===== src/rtl/syn_fifo_param.sv =====
// Single-clock parameterised FIFO with registered read data, level flags and error flags.
// Define FIFO_STICKY_ERR_EN to make overflow/underflow sticky and add the err_clr port.
module syn_fifo_param #(
   parameter int WIDTH         = 8,
   parameter int FIFO_SIZE     = 16,
   parameter int AFULL_THRESH  = FIFO_SIZE - 2,
   parameter int AEMPTY_THRESH = 2,
   localparam int PTR_WIDTH    = $clog2(FIFO_SIZE)
) (
   input  logic                 clk,
   input  logic                 res,
   input  logic                 flush,
   input  logic                 wr_en,
   input  logic [WIDTH-1:0]     wdata,
   input  logic                 rd_en,
   output logic [WIDTH-1:0]     rdata,
   output logic                 full,
   output logic                 empty,
   output logic                 almost_full,
   output logic                 almost_empty,
   output logic                 overflow,
   output logic                 underflow,
   output logic [PTR_WIDTH:0]   count
`ifdef FIFO_STICKY_ERR_EN
   ,
   input  logic                 err_clr
`endif
);

   localparam int CW = PTR_WIDTH + 1;
   localparam logic [PTR_WIDTH:0] FULL_CNT   = CW'(FIFO_SIZE);
   localparam logic [PTR_WIDTH:0] AFULL_CNT  = CW'(AFULL_THRESH);
   localparam logic [PTR_WIDTH:0] AEMPTY_CNT = CW'(AEMPTY_THRESH);

   logic [WIDTH-1:0]     mem [FIFO_SIZE];
   logic [PTR_WIDTH-1:0] wr_ptr;
   logic [PTR_WIDTH-1:0] rd_ptr;
   logic                 rd_accept;
   logic                 wr_accept;
   logic                 ovf_evt;
   logic                 unf_evt;

   assign full         = (count == FULL_CNT);
   assign empty        = (count == '0);
   assign almost_full  = (count >= AFULL_CNT);
   assign almost_empty = (count <= AEMPTY_CNT);

   // A read frees a slot in the same cycle, so a full FIFO still takes a write alongside a read.
   always_comb begin
      rd_accept = 1'b0;
      wr_accept = 1'b0;
      ovf_evt   = 1'b0;
      unf_evt   = 1'b0;
      if (!flush) begin
         rd_accept = rd_en && !empty;
         wr_accept = wr_en && (!full || rd_accept);
         ovf_evt   = wr_en && full && !rd_accept;
         unf_evt   = rd_en && empty;
      end
   end

   always_ff @(posedge clk) begin
      if (wr_accept)
         mem[wr_ptr] <= wdata;
   end

   always_ff @(posedge clk or negedge res) begin
      if (!res) begin
         wr_ptr <= '0;
         rd_ptr <= '0;
         count  <= '0;
         rdata  <= '0;
      end else if (flush) begin
         wr_ptr <= '0;
         rd_ptr <= '0;
         count  <= '0;
      end else begin
         if (wr_accept)
            wr_ptr <= wr_ptr + 1'b1;
         if (rd_accept) begin
            rd_ptr <= rd_ptr + 1'b1;
            rdata  <= mem[rd_ptr];
         end
         case ({wr_accept, rd_accept})
            2'b10:   count <= count + 1'b1;
            2'b01:   count <= count - 1'b1;
            default: count <= count;
         endcase
      end
   end

`ifdef FIFO_STICKY_ERR_EN
   // Setting takes priority over err_clr in the same cycle.
   always_ff @(posedge clk or negedge res) begin
      if (!res) begin
         overflow  <= 1'b0;
         underflow <= 1'b0;
      end else if (flush) begin
         overflow  <= 1'b0;
         underflow <= 1'b0;
      end else begin
         if (ovf_evt)
            overflow <= 1'b1;
         else if (err_clr)
            overflow <= 1'b0;
         if (unf_evt)
            underflow <= 1'b1;
         else if (err_clr)
            underflow <= 1'b0;
      end
   end
`else
   always_ff @(posedge clk or negedge res) begin
      if (!res) begin
         overflow  <= 1'b0;
         underflow <= 1'b0;
      end else begin
         overflow  <= ovf_evt;
         underflow <= unf_evt;
      end
   end
`endif

endmodule

===== config.mk =====
export PLATFORM = sky130hd
export DESIGN_NAME = syn_fifo_param
export DESIGN_NICKNAME = d
export VERILOG_FILES = /design/src/rtl/syn_fifo_param.sv
export SDC_FILE = /design/constraint.sdc
export NUM_CORES = 1
export LEC_CHECK = 0
export BUFFER_PORTS_ARGS = -buffer_cell sky130_fd_sc_hd__buf_2
export CORE_MARGIN = 2
export CORE_UTILIZATION = 65
export CTS_CLUSTER_SIZE = 14
export DETAILED_ROUTE_END_ITERATION = 16
export GPL_TIMING_DRIVEN = 0
export PLACE_DENSITY = 0.84
export SYNTH_ARGS = -nofsm -noshare
export SYNTH_HDL_FRONTEND = slang
export SYNTH_SLANG_ARGS = --single-unit

===== constraint.sdc =====
create_clock -name clk -period 7.21 [get_ports clk]
set_clock_uncertainty 0.1 [all_clocks]
set_input_delay 0.3605 -clock clk [delete_from_list [all_inputs] [get_ports clk]]
set_output_delay 0.3605 -clock clk [all_outputs]
set_load 0.005 [all_outputs]

# --- Word level (Yosys, flattened, before mapping) ---
# Memory sizes are Yosys's and may differ from the RTL's. A register that Yosys moved wholly into a read port is not among the register bits.
# Cells that the tools add are included.
op_classes:
  order_cmp: 2
  reduce_logical: 15
  eq_ne: 3
  muxes: 12
  add_sub_neg: 4
  bitwise: 1
ops:
  columns: ["op", "count"]
  rows:
  - ["$mux 4", 4]
  - ["$pmux 5 s2", 1]
  - ["$add 4x1->4 const B", 2]
  - ["$mux 1", 6]
  - ["$add 5x1->5 const B", 1]
  - ["$eq 5x5->1 const B", 1]
  - ["$ge 5x4->1 const B", 1]
  - ["$le 5x2->1 const B", 1]
  - ["$logic_and 1x1->1", 5]
  - ["$logic_not 5->1", 1]
  - ["$mux 5", 1]
  - ["$sub 5x1->5 const B", 1]
  - ["$logic_not 1->1", 4]
  - ["$reduce_bool 2->1", 2]
  - ["$reduce_bool 3->1", 1]
  - ["$eq 2x1->1 const B", 1]
  - ["$eq 2x2->1 const B", 1]
  - ["$reduce_and 2->1", 1]
  - ["$logic_or 1x1->1", 1]
  - ["$not 1->1", 1]
totals:
  memories: 1
  ff_bits: 15
  mem_bits_rw: 128
  out_inout_bits: 19
  inputBits: 13
memory_table:
  columns: ["memory", "words", "word_bits", "rd", "rd_ports_with_merged_regs", "wr", "line", "text"]
  rows:
  - ["mem", 16, 8, 1, 1, 1, "35", "logic [WIDTH-1:0] mem [FIFO_SIZE];"]

# --- Longest topological paths before layout ---
# Gate-level depths: netlist of run 1.
logic_depth:
  depth_word: 9
  depth_mapped: 10
  ltp_nobuf: 9

# --- Worst setup path before layout of run 1 ---
# OpenSTA, ideal clock, no wires.
synth_timing:
  kind: "register -> register"
  from: "register count[1]"
  to: "register count[4]"
  synth_period_minus_slack_ps: 2512
  setup_ps: 129
  path_buffers: 1
  stages_incl_launch_ff: 11
  setup_slack_ps: 4698
  arrival_ps: 2283
  cell_sequence: "dfrtp_1 buf_6 or4_4 o21bai_4 xnor2_1 ha_1 or3_1 a21oi_1 mux2i_1 o21ai_1 o31ai_1"
synth_via:
  elab_chain_cells: 9
  elab_cells_between_ends: 16
  cone_classes: "add/sub (2); eq/ne (3); mux (4); reduce/logical (7)"
synth_rtl:
  columns: ["element", "line", "text"]
  rows:
  - ["start, declared", "23", "output logic [PTR_WIDTH:0] count"]
  - ["start signal, assigned", "85", "2'b10: count <= count + 1'b1;"]
  - ["start signal, assigned", "86", "2'b01: count <= count - 1'b1;"]
  - ["start signal, assigned", "87", "default: count <= count;"]
  - ["$logic_not 5->1", "44", "assign empty = (count == '0);"]
  - ["$logic_not 1->1", "55", "rd_accept = rd_en && !empty;"]
  - ["$logic_and 1x1->1", "55", null]
  - ["$logic_or 1x1->1", "56", "wr_accept = wr_en && (!full || rd_accept);"]
  - ["$logic_and 1x1->1", "56", null]
  - ["$mux 1", "54", "if (!flush) begin"]
  - ["$eq 2x1->1 or $eq 2x2->1 (tied branches)", "84", "case ({wr_accept, rd_accept})"]
  - ["$pmux 5 s2", "84", null]
  - ["$mux 5", "73", "end else if (flush) begin"]
# Several ways; a longest one is shown, not always the timed one.
# A chain may end at the register's enable or synchronous reset.

# --- Worst setup path after layout of run 1 ---
layout_timing:
  from: "register count[2]"
  to: "register count[4]"
# Same word-level chain as after synthesis.

==> reports/qor.yml, run 1 <==
rows: 35
clock-root-buffer: "clkbuf_8"
hold_start: "rd_en"
drive_gt1_frac: 0.2875
r2r_slack_ns: 4.51
synth_area_per_cell_um2: 18.09
gr-total-overflow: 0
cts_tree: "built"
vias: 3338
io_buffers: 30
critPathMaxFanout: 10
antenna_cells: 0
ys_types: 44
synth_edf_count: 128
arrival_ns: 3.00
synthXorXnorAreaFrac: 0.01270
total_power_w: 0.002277
yosysWarnings: 0
path_clk_slew_ns: 0.07
cp-start-kind: "flop"
tightest_slew_ns: 0.9376
drtPass1Iterations: 4
synth_top_family_by_area: "multiplexers"
die_w_um: 101.7
regToRegStartpoint: "count[2]"
io_pins: 32
cts_buffers: 17
crit_type: "flop to flop"
grt_max_degree: 24
cts_max_path_buffers: 2
power_leakage_nw: 2.469
yosys.area_share.adder: 0.01411
peakVddDrop_mv: 0.2944
coreArea_mm2: 0.009240
power.density_mw_per_mm2: 319.8
drc: 0
post-route-min-period_ns: 2.697
initialDrtViolationCount: 283
timing.fmax_ghz: 0.3708
drv_cap: 0
yosysSeqAreaShare: 0.7121
timing.setup.tns_ns: 0
hold_end: "rd_ptr[1]"
fillers: 496
status: "finished, final reports clean"
final_core_util: 0.7703
grt_antenna_before_repair: 0
cts.sinks: 151
dieArea_mm2: 0.01034
dp_cells: 503
htree_levels: 4
fin_cells: 536
wl_per_cell_um: 24.34
nets: 414
netSwitchingFraction: 0.2794
grt_pass1_vias: 3364
hold_depth: 3
routed_wirelength_mm: 13.05
p_switching_w: 0.0006362
dp_hpwl_mm: 8.055
clock_power_share: 0.375
synth-compound-area-share: 0.03931
slew_violations: 0
ant_nets: 0
syn_nets: 363
yosys.area_share.simple: 0.05907
synth_flop_cell: "edfxtp_1"
synth-seq-cells: 151
power.internal_w: 0.001640
muxShareOfSynthArea: 0.1435
dpl_cell_area_mm2: 0.006525
post-cts-setup-buffers: 0
timing.rr.end: "count[4]"
fin_crit_sh: 0.3741
vias_per_cell: 6.228
setup_viol: 0
synthArstFlopShare: 0.1523
seqPwrFrac: 0.450
syn2layout_area_growth_pct: 14.70
stdcell_area_mm2: 0.007118
slowest_delay_ns: 0.53
required_ns: 7.51
cpMaxStageDelayCell: "or4_4"
place.gp.congestion: 0.8222
cp_cell_sequence: "clkbuf_1 > or4_4 > o21bai_4 > xnor2_1 > ha_1 > or3_1 > a21oi_1 > mux2i_1 > o21ai_1 > o31ai_1"
syn_inst: 343
hold_class: "primary input to flop"
die_y_um: 101.7
slew-limit-headroom: 0.3715
grt_pass1_wl_mm: 19.46
track_usage: 0.2737
combPwrFrac: 0.174
initial_core_util: 0.6716
cp-end-kind: "flop"
finalHoldViolCount: 0
syn-cell-area_mm2: 0.006206
worstRegToRegCells: 10
worstSkewPairLatency_ns: 0.52
grt_setup_unrepaired: "no"
## cells by family after synthesis
kind of cell,after synthesis
buffers and inverters,25
multiplexers,49
XOR/XNOR,9
AND/OR/NAND/NOR,74
adder cells (fa/ha/maj),7
flip-flops,151
AO/OA/AOI/OAI,28
## what timing repair did
action / in CTS / in global routing
hold buffers: 1 / 0
resized for setup: 0 / 0
hold endpoints to repair: 23 / 0
## per-stage QoR
stage,setup slack [ns],hold slack [ns]
after floorplan,4.698,-0.03509
after global placement,4.328,0.2595
after global routing,4.384,0.05958
after detailed placement,4.288,0.2736
after CTS,4.226,0.03956
final,4.513,0.05609
## per-layer routing
layer / track usage / vias to the layer above / wire length, µm
li1: - / 1464 / -
met1: 0.3605 / 1683 / 5214
met2: 0.4600 / 170 / 6781
met3: 0.04693 / 21 / 777
met4: 0.1112 / 0 / 272
met5: 0 / - / 0
## worst max-delay path by stage
stage | start | endpoint | depth (start not counted)
global placement | wr_en | mem[1][0] | 5
global route | count[2] | count[4] | 10
detailed placement | wr_en | mem[2][7] | 5
finish | count[2] | count[4] | 10
floorplan | count[1] | count[4] | 10
CTS | count[0] | mem[2][1] | 5
## sequential cells by signal (all words and copies together), names as in the netlist
signal	flops
mem	128
wr_ptr	4
underflow	1
overflow	1
count	5
rd_ptr	4
rdata	8
## power by group through the flow
| stage | combinational (W) | sequential, W | clock [W] |
|---|---|---|---|
| 3_3_place_gp | 0.000378 | 0.00104 | 0 |
| 3_5_place_dp | 0.000392 | 0.00104 | 0 |
| 5_1_grt | 0.000430 | 0.00103 | 0.000887 |
| 6_report | 0.000397 | 0.00103 | 0.000854 |
| 4_1_cts | 0.000399 | 0.00102 | 0.000858 |
| 2_1_floorplan | 0.000268 | 0.00104 | 0 |
## cell usage after synthesis (4+ instances only)
library cell  number  area [µm²]
a21oi_1            4       20.02
buf_2              7       35.03
clkbuf_1           7       26.28
dfrtp_1           23       575.6
edfxtp_1         128        3844
ha_1               7       87.58
inv_1              4       15.01
mux2i_1           17       170.2
mux4_2            32       720.7
nand2_1           19       71.32
nand2b_1           5       31.28
nand3_1            6       30.03
nand3b_1           4       30.03
nor2_1            22       82.58
nor3_1             5       25.02
o21ai_1            5       25.02
o221ai_1           8       70.07
xor2_1             6       52.55
## worst max-delay path: cells and delay by family (launching register included)
family                     cells  cell delay (ns)
muxes                          1             0.11
AOI/OAI and AO/OA              4             0.58
adders and majority gates      1             0.24
DFF                            1             0.39
buffers and inverters          1             0.22
xor gates and xnor gates       1             0.09
and+or+nand+nor                2             0.85
## placed cells by master (no fill, tap or decap), drive strengths merged, types with 2 or more instances in the layout
cell type    n
edfxtp     128
buf         43
mux4        32
clkbuf      27
dfrtp       23
nor2        22
nand2       19
mux2i       17
inv         13
o221ai       8
ha           7
xor2         6
nand3        6
o21ai        6
nor3         6
nand2b       5
nand3b       4
a21oi        4
xnor2        3
or3          3
and2         2
a31o         2
clkinvlp     2
o21bai       2
clkinv       2
## final cells by class
class,count,area [µm²],share of cell area
inverters,5,18.77,0.002637
clock buffers,19,431.7,0.06064
plain buffers,20,100.1,0.01406
multi-input cells,167,1683,0.2364
clock inverters,13,136.4,0.01916
flip-flops and latches,151,4419,0.6208
repair buffers,32,167.7,0.02355
well taps,129,161.4,0.02268
Note: power is estimated with default switching activity, not from simulation.
==> run 2: changes to the inputs <==
--- a/config.mk
+++ b/config.mk
@@ -7,11 +7,11 @@
 export LEC_CHECK = 0
 export BUFFER_PORTS_ARGS = -buffer_cell sky130_fd_sc_hd__buf_2
 export CORE_MARGIN = 2
-export CORE_UTILIZATION = 65
+export CORE_UTILIZATION = 55
 export CTS_CLUSTER_SIZE = 14
 export DETAILED_ROUTE_END_ITERATION = 16
 export GPL_TIMING_DRIVEN = 0
-export PLACE_DENSITY = 0.84
+export PLACE_DENSITY = 0.76
 export SYNTH_ARGS = -nofsm -noshare
 export SYNTH_HDL_FRONTEND = slang
 export SYNTH_SLANG_ARGS = --single-unit
==> constraint.sdc (replaced) <==
create_clock -name clk -period 2.4 [get_ports clk]
set_clock_uncertainty 0.1 [all_clocks]
set_input_delay 0.12 -clock clk [delete_from_list [all_inputs] [get_ports clk]]
set_output_delay 0.12 -clock clk [all_outputs]
set_load 0.005 [all_outputs]
==> run 2 against run 1 <==
Register-to-register slack lost 4.6 ns. Die area grew 17%. Cell count grew 5.8%. Critical path depth is the same. Largest power group unchanged. The flow now finishes with violations (setup timing). Fmax grew 9.1%. Combinational power grew to 3.5 times the previous value. Critical path type unchanged. Utilization shrank 9.0 points. Sequential power grew to 3.0 times the previous value. Hold slack lost 0.044 ns. Sequential share of layout area shrank 2.7 points.
==> reports/qor.yml, run 2 (synthesis gave the netlist of run 1 again) <==
vias: 3301
die_w_um: 110.2
post-route-min-period_ns: 2.472
dieArea_mm2: 0.01215
timing.rr.end: "count[4]"
gr-total-overflow: 0
power_leakage_nw: 2.548
hold_end: "count[1]"
coreArea_mm2: 0.01094
final_common_cell: "edfxtp_1"
worstRegToRegCells: 10
slew_violations: 0
io_pins: 32
hold_start: "flush"
required_ns: 2.59
wl_per_cell_um: 22.01
cts_max_path_buffers: 2
top_register: "mem"
timing.fmax_ghz: 0.4045
grt_antenna_before_repair: 0
grt_pass1_vias: 3345
initialDrtViolationCount: 301
fillers: 721
io_buffers: 30
rows: 38
power.density_mw_per_mm2: 955.0
critPathMaxFanout: 5
worstSkewPairLatency_ns: 0.41
peakVddDrop_mv: 0.6148
slowest_delay_ns: 0.50
final_core_util: 0.6807
cts.sinks: 151
place.gp.congestion: 0.7634
tightest_slew_ns: 0.8540
cp_cell_sequence: "buf_6 > or4_4 > o21bai_4 > xnor2_2 > ha_2 > or3_4 > a21oi_2 > mux2i_2 > o21ai_1 > o31ai_1"
vias_per_cell: 5.822
slew-limit-headroom: 0.4307
drive_gt1_frac: 0.3419
nets: 434
status: "complete, but fails checks"
ant_nets: 0
r2r_slack_ns: -0.07
regToRegStartpoint: "count[1]"
drv_cap: 0
netSwitchingFraction: 0.2600
cp-end-kind: "flop"
seqPwrFrac: 0.433
critPathTopFamily: "simple AND/OR/NAND/NOR gates"
cpMaxStageDelayCell: "or4_4"
drc: 0
dpl_cell_area_mm2: 0.006540
fin_ws_ns: -0.07198
die_y_um: 110.2
setup_viol: 9
finalHoldViolCount: 0
arrival_ns: 2.66
crit_type: "flop to flop"
violations: "setup timing"
grt_max_degree: 24
track_usage: 0.2225
path_clk_slew_ns: 0.06
critical_path_buf_inv_count: 1
drtPass1Iterations: 5
p_switching_w: 0.001848
total_power_w: 0.007109
hold_depth: 3
syn2layout_area_growth_pct: 19.94
grt_setup_unrepaired: "yes"
fin_crit_sh: 1.030
antenna_cells: 0
routed_wirelength_mm: 12.48
top_regs: "mem (128), rdata (8), count (5)"
hold_class: "primary input to flop"
cts_buffers: 17
final_cell_mix: "edfxtp_1 (128), buf_2 (37), mux4_2 (32)"
cts_tree: "built"
grt_pass1_wl_mm: 18.68
cp-start-kind: "flop"
htree_levels: 4
dp_hpwl_mm: 7.606
initial_core_util: 0.5675
combPwrFrac: 0.195
stdcell_area_mm2: 0.007443
clock_power_share: 0.372
largest_register_ffs: 128
timing.setup.tns_ns: -0.2188
clock-root-buffer: "clkbuf_16"
power.internal_w: 0.005261
-- run 2: cell count changes in the layout (fill, tap and decap cells not counted), moves of 3 or more --
cell | previous run | this run
clkinvlp_4 | 2 | 5
nor2_1 | 22 | 11
buf_4 | 3 | 13
nor3_4 | 0 | 3
nor2_2 | 0 | 10
inv_6 | 5 | 1
inv_8 | 3 | 0
dlygate4sd3_1 | 1 | 11
-- run 2: how the worst max path moves through the flow --
| stage | end | from | slack [ns] | cells after the start |
|---|---|---|---|---|
| after CTS | count[4] | count[2] | -0.08 | 9 |
| after global placement | mem[2][7] | count[0] | -0.48 | 5 |
| after global routing | count[4] | count[1] | -0.17 | 10 |
| after detailed placement | mem[0][7] | count[0] | -0.57 | 5 |
| after floorplan | count[4] | count[1] | -0.05 | 10 |
| final | count[4] | count[1] | -0.07 | 10 |
-- run 2: final cells by class --
cell class | count | area, µm² | area share
sequential | 151 | 4422 | 0.5940
multi-input combinational | 167 | 1785 | 0.2399
clock buffer | 20 | 436.7 | 0.05867
timing repair buffer | 52 | 342.8 | 0.04606
tap | 140 | 175.2 | 0.02353
clock inverter | 12 | 152.6 | 0.02051
buffer | 20 | 110.1 | 0.01479
inverter | 5 | 18.77 | 0.002521
-- run 2: worst min-delay path: stages --
cell	delay (ns)
buf_2	0.17
nand3b_1	0.13
o21ai_1	0.06
-- run 2: layer usage --
| metal | vias to the layer above | GRT usage | wire length [µm] |
|---|---|---|---|
| li1 | 1500 | - | - |
| met2 | 101 | 0.3826 | 6599 |
| met1 | 1686 | 0.2886 | 5159 |
| met5 | - | 0 | 0 |
| met4 | 0 | 0.08482 | 185 |
| met3 | 14 | 0.03469 | 537 |
-- run 2: repair_timing --
| action | in CTS | in global routing |
|---|---|---|
| gates resized for setup | 16 | 13 |
| pin swaps | 5 | 6 |
| hold buffers | 11 | 0 |
| buffers inserted | 6 | 5 |
| hold endpoints to repair | 141 | 0 |
| setup endpoints to repair | 117 | 134 |
-- run 2: metrics by stage --
stage / worst slack (ns) / hold slack, ns / std cells
global placement: -0.4767 / 0.02110 / 513
detailed placement: -0.5682 / 0.03346 / 513
floorplan: -0.05155 / -0.2756 / 343
global route: -0.1650 / 0.01635 / 567
finish: -0.07198 / 0.01162 / 567
CTS: -0.08307 / 0.005964 / 562
-- run 2: power groups by stage --
stage / clock network [W] / logic, W / registers [W]
after CTS: 0.00268 / 0.00126 / 0.00308
final: 0.00265 / 0.00138 / 0.00308
after global placement: 0 / 0.00115 / 0.00313
after global routing: 0.00277 / 0.00151 / 0.00309
after detailed placement: 0 / 0.00118 / 0.00313
after floorplan: 0 / 0.000809 / 0.00311
==> run 3: changes to the inputs <==
--- a/config.mk
+++ b/config.mk
@@ -6,12 +6,13 @@
 export NUM_CORES = 1
 export LEC_CHECK = 0
 export BUFFER_PORTS_ARGS = -buffer_cell sky130_fd_sc_hd__buf_2
+export CORE_ASPECT_RATIO = 0.5
 export CORE_MARGIN = 2
-export CORE_UTILIZATION = 55
+export CORE_UTILIZATION = 60
 export CTS_CLUSTER_SIZE = 14
 export DETAILED_ROUTE_END_ITERATION = 16
 export GPL_TIMING_DRIVEN = 0
-export PLACE_DENSITY = 0.76
+export PLACE_DENSITY = 0.78
 export SYNTH_ARGS = -nofsm -noshare
 export SYNTH_HDL_FRONTEND = slang
 export SYNTH_SLANG_ARGS = --single-unit
==> constraint.sdc (replaced) <==
create_clock -name clk -period 2.58 [get_ports clk]
set_clock_uncertainty 0.1 [all_clocks]
set_input_delay 0.129 -clock clk [delete_from_list [all_inputs] [get_ports clk]]
set_output_delay 0.129 -clock clk [all_outputs]
set_load 0.005 [all_outputs]
==> run 3 against run 2 <==
The run still ends with setup timing left. Cell count shrank 1.4%. Hold slack lost 0.0049 ns. Total power shrank 5.5%. Fmax shrank 5.7%. Largest power group unchanged.
==> reports/qor.yml, run 3 (synthesis gave the netlist of run 1 again) <==
highest_layer: "met4"
top_regs: "mem (128), rdata (8), count (5)"
initial_core_util: 0.6114
critPathMaxFanout: 2
rows: 26
largest_register_ffs: 128
fin_ws_ns: -0.04075
peakVddDrop_mv: 0.4333
grt_pass1_wl_mm: 20.99
crit_type: "flop to flop"
fin_cells: 559
fin_crit_sh: 1.016
initialDrtViolationCount: 387
tightest_slew_ns: 0.8191
path_clk_slew_ns: 0.06
gr-total-overflow: 0
wl_per_cell_um: 24.63
nets: 426
timing.fmax_ghz: 0.3816
drc: 0
vias: 3498
slew-limit-headroom: 0.4539
grt_setup_unrepaired: "yes"
dieArea_mm2: 0.01122
drive_gt1_frac: 0.3461
arrival_ns: 2.82
finalHoldViolCount: 0
top_register: "mem"
dp_hpwl_mm: 8.215
met3_wirelength_mm: 1.170
track_usage: 0.2628
drtPass1Iterations: 5
vias_per_cell: 6.258
syn2layout_area_growth_pct: 19.46
die_y_um: 75.92
wl_met1_mm: 5.486
antenna_cells: 0
io_pins: 32
cts_buffers: 17
io_buffers: 30
setup_viol: 1
grt_antenna_before_repair: 0
grt_max_degree: 24
cts.sinks: 151
cp-start-kind: "flop"
worstSkewPairLatency_ns: 0.43
clock-root-buffer: "clkbuf_16"
drv_cap: 0
final_common_cell: "edfxtp_1"
final_cell_mix: "edfxtp_1 (128), buf_2 (37), mux4_2 (32)"
cp-end-kind: "flop"
violations: "setup timing"
routed_wirelength_mm: 13.77
hold_class: "primary input to flop"
r2r_slack_ns: -0.04
power_leakage_nw: 2.546
die_w_um: 147.8
htree_levels: 4
required_ns: 2.78
cts_tree: "built"
post-route-min-period_ns: 2.621
coreArea_mm2: 0.01015
timing.setup.tns_ns: -0.04075
ant_nets: 0
dp_cells: 513
status: "complete, but fails checks"
slew_violations: 0
wl_met2_mm: 6.687
grt_pass1_vias: 3620
place.gp.congestion: 0.8841
cts_max_path_buffers: 2
power.density_mw_per_mm2: 906.5
run 3: worst max-delay path: stages (launching register included):
cell and delay [ns]:
dfrtp_1 0.39, clkbuf_8 0.14, or4_4 0.55, o21bai_4 0.19, xnor2_2 0.09, ha_2 0.20
or3_4 0.34, a21oi_4 0.17, mux2i_4 0.09, o21ai_1 0.14, o31ai_1 0.08
run 3: where the power goes:
group	internal [W]	switching [W]
logic	0.000567	0.000706
clock network	0.00155	0.00104
registers	0.00277	0.0000947
run 3: worst paths after layout:
kind | startpoint | endpoint | depth (start not counted)
setup / recovery | count[2] | count[4] | 10
max in group asynchronous | res | rdata[1] | 2
min in group asynchronous | res | overflow | 2
hold reg to reg | rdata[5] | rdata[5] | 2
hold / removal | wdata[3] | mem[8][3] | 1
setup reg to reg | count[2] | count[4] | 10
run 3: layout make-up:
type                       count  area [µm²]
sequential                   151        4419
tap                          140       175.2
buffer                        20       110.1
inverter                       5       18.77
timing repair buffer          44       279.0
clock inverter                15       190.2
multi-input combinational    167        1795
clock buffer                  17       425.4
fill                         580        2736
run 3: through the flow:
step	cell area [µm²]	util	hold slack, ns	setup slack, ns	total power [W]
6_report	7413	0.7304	0.006750	-0.04075	0.006720
5_1_grt	7413	0.7304	0.01830	-0.1079	0.006944
4_1_cts	7321	0.7213	0.006990	-0.01740	0.006662
3_5_place_dp	6541	0.6445	0.04871	-0.4785	0.004017
3_3_place_gp	6531	0.6435	0.02948	-0.2761	0.003960
2_1_floorplan	6206	-	-0.2666	0.06798	0.003641
run 3: what timing repair did:
action                     CTS  global route
pin swaps                    4             5
setup buffers                6             0
hold buffers                 8             0
resized for setup            9            23
setup endpoints to repair   18           124
hold endpoints to repair    90             0
run 3: per-layer routing:
layer	vias to the layer above	GRT usage
li1	1489	-
met1	1780	0.3592
met2	192	0.4005
met3	37	0.07169
met4	0	0.1257
met5	-	0
